[config.mk]
export PLATFORM = sky130hd
export DESIGN_NAME = host_memory_port
export DESIGN_NICKNAME = d
export VERILOG_FILES = /design/src/rtl/host_memory_port.sv
export SDC_FILE = /design/constraint.sdc
export NUM_CORES = 1
export LEC_CHECK = 0
export ABC_CLOCK_PERIOD_IN_PS = 3100
export CORE_MARGIN = 2
export CORE_UTILIZATION = 53
export DETAILED_ROUTE_END_ITERATION = 16
export HOLD_SLACK_MARGIN = 0.03
export PLACE_DENSITY = 0.85
export REMOVE_ABC_BUFFERS = 1
export SLEW_MARGIN = 20
export SYNTH_ARGS = -nofsm -noshare
export SYNTH_HDL_FRONTEND = slang
export SYNTH_SLANG_ARGS = --single-unit
[constraint.sdc]
create_clock -name clock -period 3.1 [get_ports clock]
set_input_delay 0.93 -clock clock [delete_from_list [all_inputs] [get_ports clock]]
set_output_delay 0.93 -clock clock [all_outputs]
set_load 0.05 [all_outputs]
[src/rtl/host_memory_port.sv]
// Host-side requester for the SRAM arbiter CPU port: turns host register strobes into a
// held-request / pulsed-complete handshake, with an auto-incrementing pointer and a one-byte read prefetch.
module host_memory_port #(
    parameter int ADDRESS_WIDTH = 17,
    parameter int DATA_WIDTH    = 8
) (
    input  logic                     clock,
    input  logic                     reset,
    input  logic [1:0]               i_hostSelect,
    input  logic                     i_hostWrite,
    input  logic                     i_hostRead,
    input  logic [DATA_WIDTH-1:0]    i_hostWriteData,
    output logic [DATA_WIDTH-1:0]    o_hostReadData,
    output logic                     o_hostBusy,
    output logic [ADDRESS_WIDTH-1:0] o_memoryAddress,
    output logic                     o_memoryReadRequest,
    output logic                     o_memoryWriteRequest,
    output logic [DATA_WIDTH-1:0]    o_memoryWriteData,
    input  logic [DATA_WIDTH-1:0]    i_memoryReadData,
    input  logic                     i_memoryReadComplete,
    input  logic                     i_memoryWriteComplete
);

    // state    | meaning
    // S_IDLE   | no memory transaction; host data port usable when the buffer is valid
    // S_PREFETCH | read request held at the pointer until the read completes
    // S_WRITE  | write request held until the write completes
    typedef enum logic [1:0] {
        S_IDLE,
        S_PREFETCH,
        S_WRITE
    } state_t;

    localparam logic [1:0] SEL_ADDR_LO = 2'd0;
    localparam logic [1:0] SEL_ADDR_HI = 2'd1;
    localparam logic [1:0] SEL_CONTROL = 2'd2;
    localparam logic [1:0] SEL_DATA    = 2'd3;

    state_t                   r_state;
    state_t                   w_next_state;
    logic [ADDRESS_WIDTH-1:0] r_addr;
    logic                     r_auto_inc;
    logic                     r_overrun;
    logic [DATA_WIDTH-1:0]    r_buffer;
    logic                     r_buffer_valid;
    logic [DATA_WIDTH-1:0]    r_read_data;
    logic [DATA_WIDTH-1:0]    r_write_data;

    logic                     w_busy;
    logic                     w_read_only;
    logic                     w_accept_write;
    logic                     w_data_write;
    logic                     w_data_read;
    logic                     w_dropped;
    logic                     w_read_done;
    logic                     w_write_done;
    logic [ADDRESS_WIDTH-1:0] w_addr_next;
    logic [DATA_WIDTH-1:0]    w_control;

    assign w_busy         = (r_state != S_IDLE) | ~r_buffer_valid;
    // A write strobe wins over a simultaneous read strobe.
    assign w_read_only    = i_hostRead & ~i_hostWrite;
    assign w_accept_write = i_hostWrite & ~w_busy;
    assign w_data_write   = w_accept_write & (i_hostSelect == SEL_DATA);
    assign w_data_read    = w_read_only & (i_hostSelect == SEL_DATA) & ~w_busy;
    assign w_dropped      = w_busy & (i_hostWrite | (w_read_only & (i_hostSelect == SEL_DATA)));
    assign w_read_done    = (r_state == S_PREFETCH) & i_memoryReadComplete;
    assign w_write_done   = (r_state == S_WRITE) & i_memoryWriteComplete;
    assign w_addr_next    = r_addr + 1'b1;
    assign w_control      = {r_auto_inc, r_overrun, {(DATA_WIDTH-3){1'b0}}, r_addr[ADDRESS_WIDTH-1]};

    always_ff @(posedge clock) begin
        if (reset) begin
            r_state <= S_IDLE;
        end else begin
            r_state <= w_next_state;
        end
    end

    always_comb begin
        w_next_state = r_state;
        case (r_state)
            S_IDLE: begin
                if (!r_buffer_valid) begin
                    w_next_state = S_PREFETCH;
                end else if (w_data_write) begin
                    w_next_state = S_WRITE;
                end
            end
            S_PREFETCH: begin
                if (i_memoryReadComplete) begin
                    w_next_state = S_IDLE;
                end
            end
            S_WRITE: begin
                if (i_memoryWriteComplete) begin
                    w_next_state = S_IDLE;
                end
            end
            default: w_next_state = S_IDLE;
        endcase
    end

    always_ff @(posedge clock) begin
        if (reset) begin
            r_addr         <= '0;
            r_auto_inc     <= 1'b1;
            r_overrun      <= 1'b0;
            r_buffer       <= '0;
            r_buffer_valid <= 1'b0;
            r_read_data    <= '0;
            r_write_data   <= '0;
        end else begin
            if (w_dropped) begin
                r_overrun <= 1'b1;
            end

            if (w_accept_write) begin
                case (i_hostSelect)
                    SEL_ADDR_LO: begin
                        r_addr[DATA_WIDTH-1:0] <= i_hostWriteData;
                        r_buffer_valid         <= 1'b0;
                    end
                    SEL_ADDR_HI: begin
                        r_addr[2*DATA_WIDTH-1:DATA_WIDTH] <= i_hostWriteData;
                        r_buffer_valid                    <= 1'b0;
                    end
                    SEL_CONTROL: begin
                        r_addr[ADDRESS_WIDTH-1] <= i_hostWriteData[0];
                        r_auto_inc              <= i_hostWriteData[DATA_WIDTH-1];
                        r_overrun               <= 1'b0;
                        r_buffer_valid          <= 1'b0;
                    end
                    default: r_write_data <= i_hostWriteData;
                endcase
            end

            // Register reads are serviced even while a transaction is pending.
            if (w_read_only) begin
                case (i_hostSelect)
                    SEL_ADDR_LO: r_read_data <= r_addr[DATA_WIDTH-1:0];
                    SEL_ADDR_HI: r_read_data <= r_addr[2*DATA_WIDTH-1:DATA_WIDTH];
                    SEL_CONTROL: r_read_data <= w_control;
                    default: begin
                        if (w_data_read) begin
                            r_read_data <= r_buffer;
                            if (r_auto_inc) begin
                                r_addr         <= w_addr_next;
                                r_buffer_valid <= 1'b0;
                            end
                        end
                    end
                endcase
            end

            if (w_read_done) begin
                r_buffer       <= i_memoryReadData;
                r_buffer_valid <= 1'b1;
            end

            // Without auto-increment the buffer mirrors the byte just written, so it stays coherent.
            if (w_write_done) begin
                if (r_auto_inc) begin
                    r_addr         <= w_addr_next;
                    r_buffer_valid <= 1'b0;
                end else begin
                    r_buffer <= r_write_data;
                end
            end
        end
    end

    assign o_hostReadData       = r_read_data;
    assign o_hostBusy           = w_busy;
    assign o_memoryAddress      = r_addr;
    assign o_memoryReadRequest  = (r_state == S_PREFETCH);
    assign o_memoryWriteRequest = (r_state == S_WRITE);
    assign o_memoryWriteData    = r_write_data;

endmodule

==> metrics.csv <==
stage,metric,value,unit
global_routing,number of global-route vias before repair,2304,
yosys,fraction of the mapped netlist area in adder cells,0.5297,%
routing,antenna-violating nets left,0,
min_path,hold-critical path endpoint,o_memoryWriteData[3],
routing,WL/cell,16.42,um
yosys,"Seq/Total Area, Yosys",38.98,%
clocking,CTS clock-pin slew for the worst setup and hold paths,90,ps
timing,Least-Margin Pin Slew,702.4,ps
routing,post-DR vias/cell,6.170,
final_layout,area grow syn2layout,33.32,%
yosys,Avg Inst Size Synth,7.901,um2
routing,total number of vias,2542,
worst_setup_path,Critical Path Sink Type,primary output,
global_routing,largest net degree at the start of global routing,24,
clocking,H-tree depth,2,
yosys,Synth area leaders,"dfxtp_1 39%, nand2_1 6.4%, nor2_1 6.0%",
yosys,top cell type by total area after synthesis,dfxtp_1,
worst_setup_path,Worst Reg-to-Reg Cells,6,
yosys,Syn. warnings,0,
worst_setup_path,"Data required, critical path",2170,ps
worst_setup_path,R2R Setup Slk,1000,ps
timing,Peak Freq,348.1,MHz
final_layout,fin nets,384,
yosys,most common cell in the netlist,dfxtp_1,
worst_setup_path,Setup CP Type,flip-flop to primary output,
placement,HPWL after DPL,4931,um
yosys,largest family of logic cells by synthesized area,simple AND/OR/NAND/NOR gates,
die,I/O pin total,60,
worst_setup_path,CP startpoint kind,flip-flop,
die,Core ar.,4324,um2
run_status,status,completed,
clocking,CTS Buf Count,5,
die,Initial Util,54.63,%
timing,setup_tns,0,ps
timing,final setup fails,0,
power,Leak Pwr,1.072,nW
worst_setup_path,CP bufs+invs,1,
die,die height,70.76,um
clocking,Resize count post-CTS,0,
die,Rows,24,
yosys,synthesized instance count,299,
worst_setup_path,Top delay family on crit path,buffers and inverters,
yosys,mux share of post-synthesis cell area,6.674,%
final_layout,Fill cells,368,
worst_setup_path,top fanout value on the critical path,8,
global_routing,total gr overflow,0,
clocking,CTS tree,built,
worst_setup_path,slowest CP cell,clkdlybuf4s50_1,
power,VDD IR max,0.2768,mV
worst_setup_path,worst endpoint data arrival time,1940,ps
job,Max Cap Viol,0,
global_routing,initial antenna violation count,0,
die,DIE AREA,5007,um2
worst_setup_path,Crit Reg-Reg Startpoint,r_state[1],
timing,crit share post-route,92.66,%
clocking,Clock Sinks,46,
clocking,"Setup Fix Bufs, Post-CTS",0,
timing,Hold Fails Final Rpt,0,
clocking,Hold Buf Count CTS,0,
yosys,post-synthesis compound-gate area fraction,21.66,%
global_routing,All-Layer GR Usage,27.47,%
yosys,top_reg_cell synth,dfxtp_1,
min_path,HP Start,o_memoryWriteData[3],
final_layout,layout cells sized above 1,8.333,%
worst_setup_path,crit path cell chain,or3b_1 > clkdlybuf4s50_1,
yosys,Post-Synth Simple-Gate Area,27.28,%
placement,Port Buf Inserts,59,
timing,worst rel slew slack,52.74,%
yosys,Post-synth EDFFs,0,
final_layout,ANT cells,0,
yosys,#FFs+latches synth,46,
yosys,"Distinct cells, synth",45,
power,Total Power,1.262,mW
timing,unrepaired setup endpoints after global routing,false,
placement,Placer Congestion,0.9131,
yosys,XOR/XNOR share of the synthesized area,0.3708,%
die,die width,70.76,um
timing,minimum clock period,2872,ps
min_path,Min-Delay Path Class,flip-flop to flip-flop,
min_path,hold depth,2,
worst_setup_path,crit path from,r_state[1],
routing,TritonRoute pass-1 iters,5,
routing,DRT iter0 DRCs,230,
yosys,asr flop ratio synth,0,%
yosys,Post-synth top cells,"46 x dfxtp_1, 40 x nand2_1, 38 x nor2_1",
clocking,Worst-Skew Late Latency,300,ps
worst_setup_path,worst stage delay on the critical path,750,ps
timing,Final Slew Violations,0,
clocking,root buf cell,clkbuf_8,
routing,DRC,0,
worst_setup_path,Crit Reg-Reg Endpoint,o_memoryAddress[10],
global_routing,first-pass GRT wire length,10900,um
worst_setup_path,CP Depth,2,
yosys,Netlist Area Pre-Place,2362,um2
routing,Routed WL,6764,um
power,Pwr per Cell Area,400.7,nW/um2
clocking,clock buffer depth,2,
timing,post-route clock skew,3.475,ps
yosys,share of Yosys cell area claimed by the top area cell type,38.98,%
-- metrics by stage --
| step | area [um2] | setup WS [ps] | hold slack, ps | util [%] | cells |
|---|---|---|---|---|---|
| floorplan | 2286 | 746.0 | 450.1 | - | 280 |
| global placement | 3037 | 367.8 | 466.0 | 70.23 | 404 |
| detailed placement | 3037 | 322.0 | 468.3 | 70.23 | 404 |
| CTS | 3149 | 232.8 | 486.5 | 72.83 | 412 |
| global route | 3149 | 182.7 | 507.5 | 72.83 | 412 |
| finish | 3149 | 227.6 | 483.7 | 72.83 | 412 |
-- area by class of cell --
cell class                      instances  area [um2]  area share [%]
Multi-Input combinational cell        226        1335           42.39
Sequential cell                        46       920.9           29.24
Timing Repair Buffer                   72       685.7           21.77
Clock buffer                            5       68.82           2.185
Tap cell                               52       65.06           2.066
Clock inverter                          3       43.79           1.391
Inverter                                8       30.03          0.9535
-- power by group --
group / switching [mW] / internal, mW / total, mW
clock network: 0.217 / 0.242 / 0.458
logic: 0.103 / 0.0785 / 0.181
registers: 0.0149 / 0.607 / 0.622
total: 0.334 / 0.928 / 1.26
-- worst max path at each step --
stage | to | slack (ps)
4_1_cts | o_hostBusy | 230
3_5_place_dp | o_memoryAddress[16] | 320
5_1_grt | o_hostBusy | 180
6_report | o_hostBusy | 230
3_3_place_gp | o_memoryAddress[16] | 370
2_1_floorplan | o_memoryReadRequest | 750
-- cells by family (layout without fill, tap and decap cells) --
group / count (synthesis) / count (layout)
simple gates: 132 / 132
fa+ha+maj: 1 / 1
mux: 12 / 12
flops: 46 / 46
xor+xnor: 1 / 1
buf+inv: 27 / 88
compound gates: 80 / 80
-- flip-flops by register name, summed over array words and instances, names as in the netlist --
register,count
r_buffer,8
r_overrun,1
r_state,2
r_buffer_valid,1
o_memoryWriteData,8
o_memoryAddress,17
o_hostReadData,8
r_auto_inc,1
-- per-layer routing --
layer  GRT usage (%)  vias up  share of wire [%]
li1                -     1209                  -
met1           36.19     1197                 42
met2           44.76      123                 48
met3           5.556       13                7.7
met4           10.27        0                2.2
met5               0        -                  0
-- placed cells by master (no fill, tap or decap), drive strengths merged, types with 2 or more instances in the layout --
cell,netlist,layout
nor2b,5,5
or3,3,3
nor3b,2,2
nor4,3,3
mux2i,9,9
o21ai,15,15
a32oi,3,3
inv,8,9
clkdlybuf4s50,0,58
clkbuf,12,5
a31oi,10,10
a211oi,6,6
a221oi,2,2
a21oi,27,27
a311oi,9,9
nor3,6,6
buf,7,14
mux4,3,3
dfxtp,46,46
nand4,6,6
nand2,40,40
nand3,13,13
nand4b,4,4
nor2,38,38
and2,4,4
-- worst min-delay path, cell delays in order, from the launching register on --
cell and delay (ps):
dfxtp_1 330, nand2_1 60, a21oi_1 50
Power figures use the tool's default switching activity.
==> edit 1 (same settings) <==
Register the outputs `o_hostBusy`, `o_memoryReadRequest` and `o_memoryWriteRequest`, cleared by the reset; this adds one clock of latency there. The other outputs are not delayed to match.
--- a/src/rtl/host_memory_port.sv
+++ b/src/rtl/host_memory_port.sv
@@ -173,6 +173,14 @@
     assign o_hostReadData       = r_read_data;
-    assign o_hostBusy           = w_busy;
     assign o_memoryAddress      = r_addr;
-    assign o_memoryReadRequest  = (r_state == S_PREFETCH);
-    assign o_memoryWriteRequest = (r_state == S_WRITE);
+    always_ff @(posedge clock) begin
+        if (reset) begin
+            o_hostBusy           <= '0;
+            o_memoryReadRequest  <= '0;
+            o_memoryWriteRequest <= '0;
+        end else begin
+            o_hostBusy           <= w_busy;
+            o_memoryReadRequest  <= (r_state == S_PREFETCH);
+            o_memoryWriteRequest <= (r_state == S_WRITE);
+        end
+    end
     assign o_memoryWriteData    = r_write_data;
Formal check against the unedited RTL: not equivalent (a bounded check fails within 4 cycles, from zero or initial values and one cycle with reset high).
==> edit 1 against the original RTL <==
Clock power rose by 6.3%; worst hold slack improved by 19 ps; synthesized area grew 8.4%; power increased by 6.0%; maximum frequency rose by 7.5%; setup slack better by 200 ps; sequential cell count grew 3; critical endpoint is now o_hostReadData[3]; wire length grew 10%; highest routed layer unchanged; final cell count increased by 0.24%; largest cell class unchanged; die area grew 7.9%; design area grew 6.3%; core utilization is 1.5 points lower.
==> edit 1: results (changes against the original RTL) <==
status complete, no violations; max reg flops 17 (unchanged); DR WL met2 3.52 mm (+8.5%); Distinct cells, synth 54 (+20%); Seq area share 29.3% (+0.067 points); Rel. slew slack 31.8% (-21 points); Filler cells 391 (+6.3%); pin count of the biggest net entering global routing 34 (+42%); mux share of post-synthesis cell area 11.7% (+5.0 points); Switching Share 27.1% (+0.57 points); Worst VDD drop 205 uV (-26%); Post-Synth XOR/XNOR Area 0.342% (-0.029 points); Crit path max-delay family compound AO/OA/AOI/OAI gates; first-pass GRT wire length 11.9 mm (+8.9%); vias in the first global route 2,344 (+1.7%); Area contributors post-synth dfxtp_1 (38%), mux2i_1 (8.6%), nor2_1 (5.4%), nand2_1 (4.8%), a311oi_1 (3.4%); final hold slack 503 ps (+19.1 ps); Clock-cell share 3.55% (-0.024 points); share of cells above drive strength 1 8.91% (+0.58 points); M1 wire length 3.12 mm (+9.7%); r2r startpoint r_state[1]; hold crit path type reg2reg; CTS Buffer Depth 2 (unchanged); gpl congestion 0.921 (+0.89%); routed wl met3 604 um (+17%); Non-clk bufs 74 (+2.8%); Post-synth ARST share 0% (unchanged); non-clk buf share 21.0% (-0.76 points); R2R Setup Slk 860 ps (-140 ps); htree depth 2 (unchanged); Compound-Gate Fraction of Synth Area 17.6% (-4.0 points); reg2reg path depth 4 (-2); critical path launch point i_hostWrite; Inverters 10 (+2); adder-cell share of the synthesized area 0.489% (-0.041 points); CP max stage cell a21oi_1; end of the critical path o_hostReadData[3]; clk_skew 5.98 ps (+2.51 ps); Post-synth top cells dfxtp_1 (49), nor2_1 (37), nand2_1 (33); fraction of area in multi-input gates 43.0% (+0.60 points); leak pwr 1.17 nW (+9.5%); WL final 7.44 mm (+10%); CP arrival 2900 ps (+960 ps); register area share after synthesis 38.3% (-0.66 points); Post-DP HPWL 5.36 mm (+8.8%); CP Max Fanout 13 (+5); Hold Crit Start r_buffer[2]; comb_multi_in 218 (-3.5%); flops & latches, synth 49 (+6.5%); post-DR vias/cell 6.36 (+3.1%); Critical Path Max Stage Delay 780 ps (+30 ps); GR Util All Layers 28.5% (+1.0 points); initial drt markers 201 (-13%); worst hold endpoint r_buffer[2]; Final nets 383 (-0.26%)
-- edit 1: cell types whose count changed after synthesis, moves of 5 or more --
cell     delta
a21oi_1    -17
o21ai_0    -14
nand2_1     -7
a31oi_1     -5
mux2i_1    +13
nand3_1     -5
and4_1      +6
-- edit 1: power by group through the flow --
stage	logic, mW	registers [mW]	clock network [mW]
global route	0.198	0.667	0.515
global placement	0.181	0.679	0
finish	0.186	0.665	0.487
floorplan	0.0547	0.709	0
CTS	0.185	0.664	0.490
detailed placement	0.184	0.679	0
-- edit 1: metrics by stage --
step,utilization (%),cells,setup WS (ps),cell area (sq um)
3_3_place_gp,68.8,405,221,3230
4_1_cts,71.3,413,440,3350
5_1_grt,71.3,413,186,3350
2_1_floorplan,-,277,790,2460
6_report,71.3,413,427,3350
3_5_place_dp,68.8,405,128,3230
-- edit 1: routing by layer --
metal  vias to the layer above  global-route usage, %
li1                       1227                      -
met1                      1245                   37.8
met2                       138                   45.4
met3                        17                   5.62
met4                         0                   11.3
met5                         -                      0
==> edit 2 (same flow settings) <==
Made on the original files. `ADDRESS_WIDTH`: 17 -> 34.
--- a/src/rtl/host_memory_port.sv
+++ b/src/rtl/host_memory_port.sv
@@ -3,3 +3,3 @@
 module host_memory_port #(
-    parameter int ADDRESS_WIDTH = 17,
+    parameter int ADDRESS_WIDTH = 34,
     parameter int DATA_WIDTH    = 8
Ports: changed (resized o_memoryAddress); port bits go from 60 to 77. No check against the original RTL was run, so the function may have changed too.
==> edit 2 against the original RTL <==
Synthesized area increased by 34%; synthesized cell count grew 30%; wire length increased by 36%; power increased by 30%; non-clock buffer count increased by 24; largest cell class unchanged; sequential cell count is 17 higher; worst hold slack better by 5.1 ps; design area increased by 34%; setup slack better by 54 ps; clock power rose by 33%.
==> edit 2: results (changes against the original RTL) <==
status complete, no violations; clk_lat worst skew 340 ps (+40 ps); Place WS -41.5 ps (-363 ps); Hold Crit Start r_buffer[5]; WL final 9.20 mm (+36%); Worst VDD drop 242 uV (-13%); Final nets 495 (+29%); worst hold endpoint r_buffer[5]; max reg flops 34 (+17); GR Util All Layers 29.4% (+1.9 points); Cells after Synth 389 (+30%); clk_skew 9.85 ps (+6.38 ps); P_int 1.20 mW (+30%); number of port buffers 76 (+29%); R2R Setup Slk 590 ps (-410 ps); gpl congestion 0.929 (+1.7%); Ys Warns 0 (unchanged); Post-Synth XOR/XNOR Area 1.38% (+1.0 points); htree depth 3 (+1); CP max stage cell or4_4; post-DR vias/cell 6.24 (+1.2%); CP Max Fanout 9 (+1); placed insts 534 (+32%); Reg-to-Reg End o_memoryAddress[31]; pin count of the biggest net entering global routing 29 (+21%); initial drt markers 249 (+8.3%); register area share after synthesis 39.7% (+0.73 points); leak pwr 1.42 nW (+32%); first-pass GRT wire length 14.9 mm (+36%); Critical Path Max Stage Delay 620 ps (-130 ps); Crit path max-delay family simple AND/OR/NAND/NOR gates; Compound-Gate Fraction of Synth Area 21.9% (+0.20 points); Area contributors post-synth dfxtp_1 (40%), a21oi_1 (5.5%), o21ai_0 (4.7%), nand2_1 (4.5%), nor2_1 (4.4%); Post-DP HPWL 6.73 mm (+36%); r2r startpoint o_memoryAddress[6]; CP arrival 3090 ps (+1150 ps); adder-cell share of the synthesized area 0.394% (-0.14 points); initial antenna violation count 0 (unchanged); vias in the first global route 3,094 (+34%); CTS Buf Count 9 (+4); Worst-path clk slew 70 ps (-20 ps); Post-synth top cells dfxtp_1 (63), nand2_1 (38), nor2_1 (37); wire per inst 16.8 um (+2.1%); mux share of post-synthesis cell area 5.28% (-1.4 points); Distinct cells, synth 55 (+22%); share of cells above drive strength 1 11.0% (+2.6 points); Synth top area share 39.7% (+0.73 points); reg2reg path depth 5 (-1); Rel. slew slack 58.9% (+6.2 points)
-- edit 2: cell types whose count changed after synthesis, sizes merged, moves of 7 or more --
cell,change
a21oi,+8
or4,+7
nand3,+8
o21ai,+15
clkbuf,+9
dfxtp,+17
or3,+11
-- edit 2: per-layer routing --
| layer | GRT usage (%) | up-vias | wire length (um) |
|---|---|---|---|
| met1 | 39.5 | 1586 | 3800 |
| li1 | - | 1618 | - |
| met5 | 0 | - | 0 |
| met3 | 5.44 | 34 | 807 |
| met4 | 14.6 | 0 | 278 |
| met2 | 45.2 | 190 | 4310 |
-- edit 2: how the worst max path moves through the flow --
stage                          startpoint                  end  slack (ps)  cells past startpoint
after floorplan                i_hostRead  o_memoryAddress[31]         180                      5
after global placement         i_hostRead  o_memoryAddress[31]          20                      6
after detailed placement       i_hostRead  o_memoryAddress[31]         -40                      6
after CTS                      r_state[0]           o_hostBusy         290                      3
after global routing           r_state[0]           o_hostBusy         140                      3
final                     i_hostSelect[0]  o_memoryAddress[31]         280                      6
-- edit 2: final cells by class --
class / count / area [sq um]
clock buffer: 10 / 138
clock inverter: 5 / 25.0
fill: 466 / 1630
inverter: 6 / 22.5
multi-input combinational: 294 / 1780
sequential: 63 / 1260
tap: 75 / 93.8
timing repair buffer: 96 / 903
-- edit 2: through the flow --
step                      total power [mW]  area (sq um)  hold slack [ps]  util [%]
after floorplan                      0.943          3060              449         -
after global placement                1.04          4060              473      69.4
after detailed placement              1.04          4060              478      69.4
after CTS                             1.64          4220              489      72.2
after global routing                  1.69          4220              504      72.2
final                                 1.64          4220              489      72.2
-- edit 2: power by group through the flow --
stage	logic, mW	registers (mW)	clock network, mW
4_1_cts	0.186	0.841	0.614
3_5_place_dp	0.185	0.859	0
6_report	0.187	0.842	0.610
2_1_floorplan	0.0608	0.882	0
3_3_place_gp	0.182	0.859	0
5_1_grt	0.200	0.843	0.651
-- edit 2: cell families (layout without fill, tap and decap cells) --
logic type / after synthesis / in the layout
XOR/XNOR: 5 / 5
flip-flops: 63 / 63
multiplexers: 12 / 12
adder cells (fa/ha/maj): 1 / 1
AND/OR/NAND/NOR: 164 / 164
AO/OA/AOI/OAI: 112 / 112
buffers and inverters: 32 / 117
-- edit 2: worst min-delay path: stages (launching register included) --
cell and delay (ps):
dfxtp_1 310, nand2_1 50, a311oi_1 80
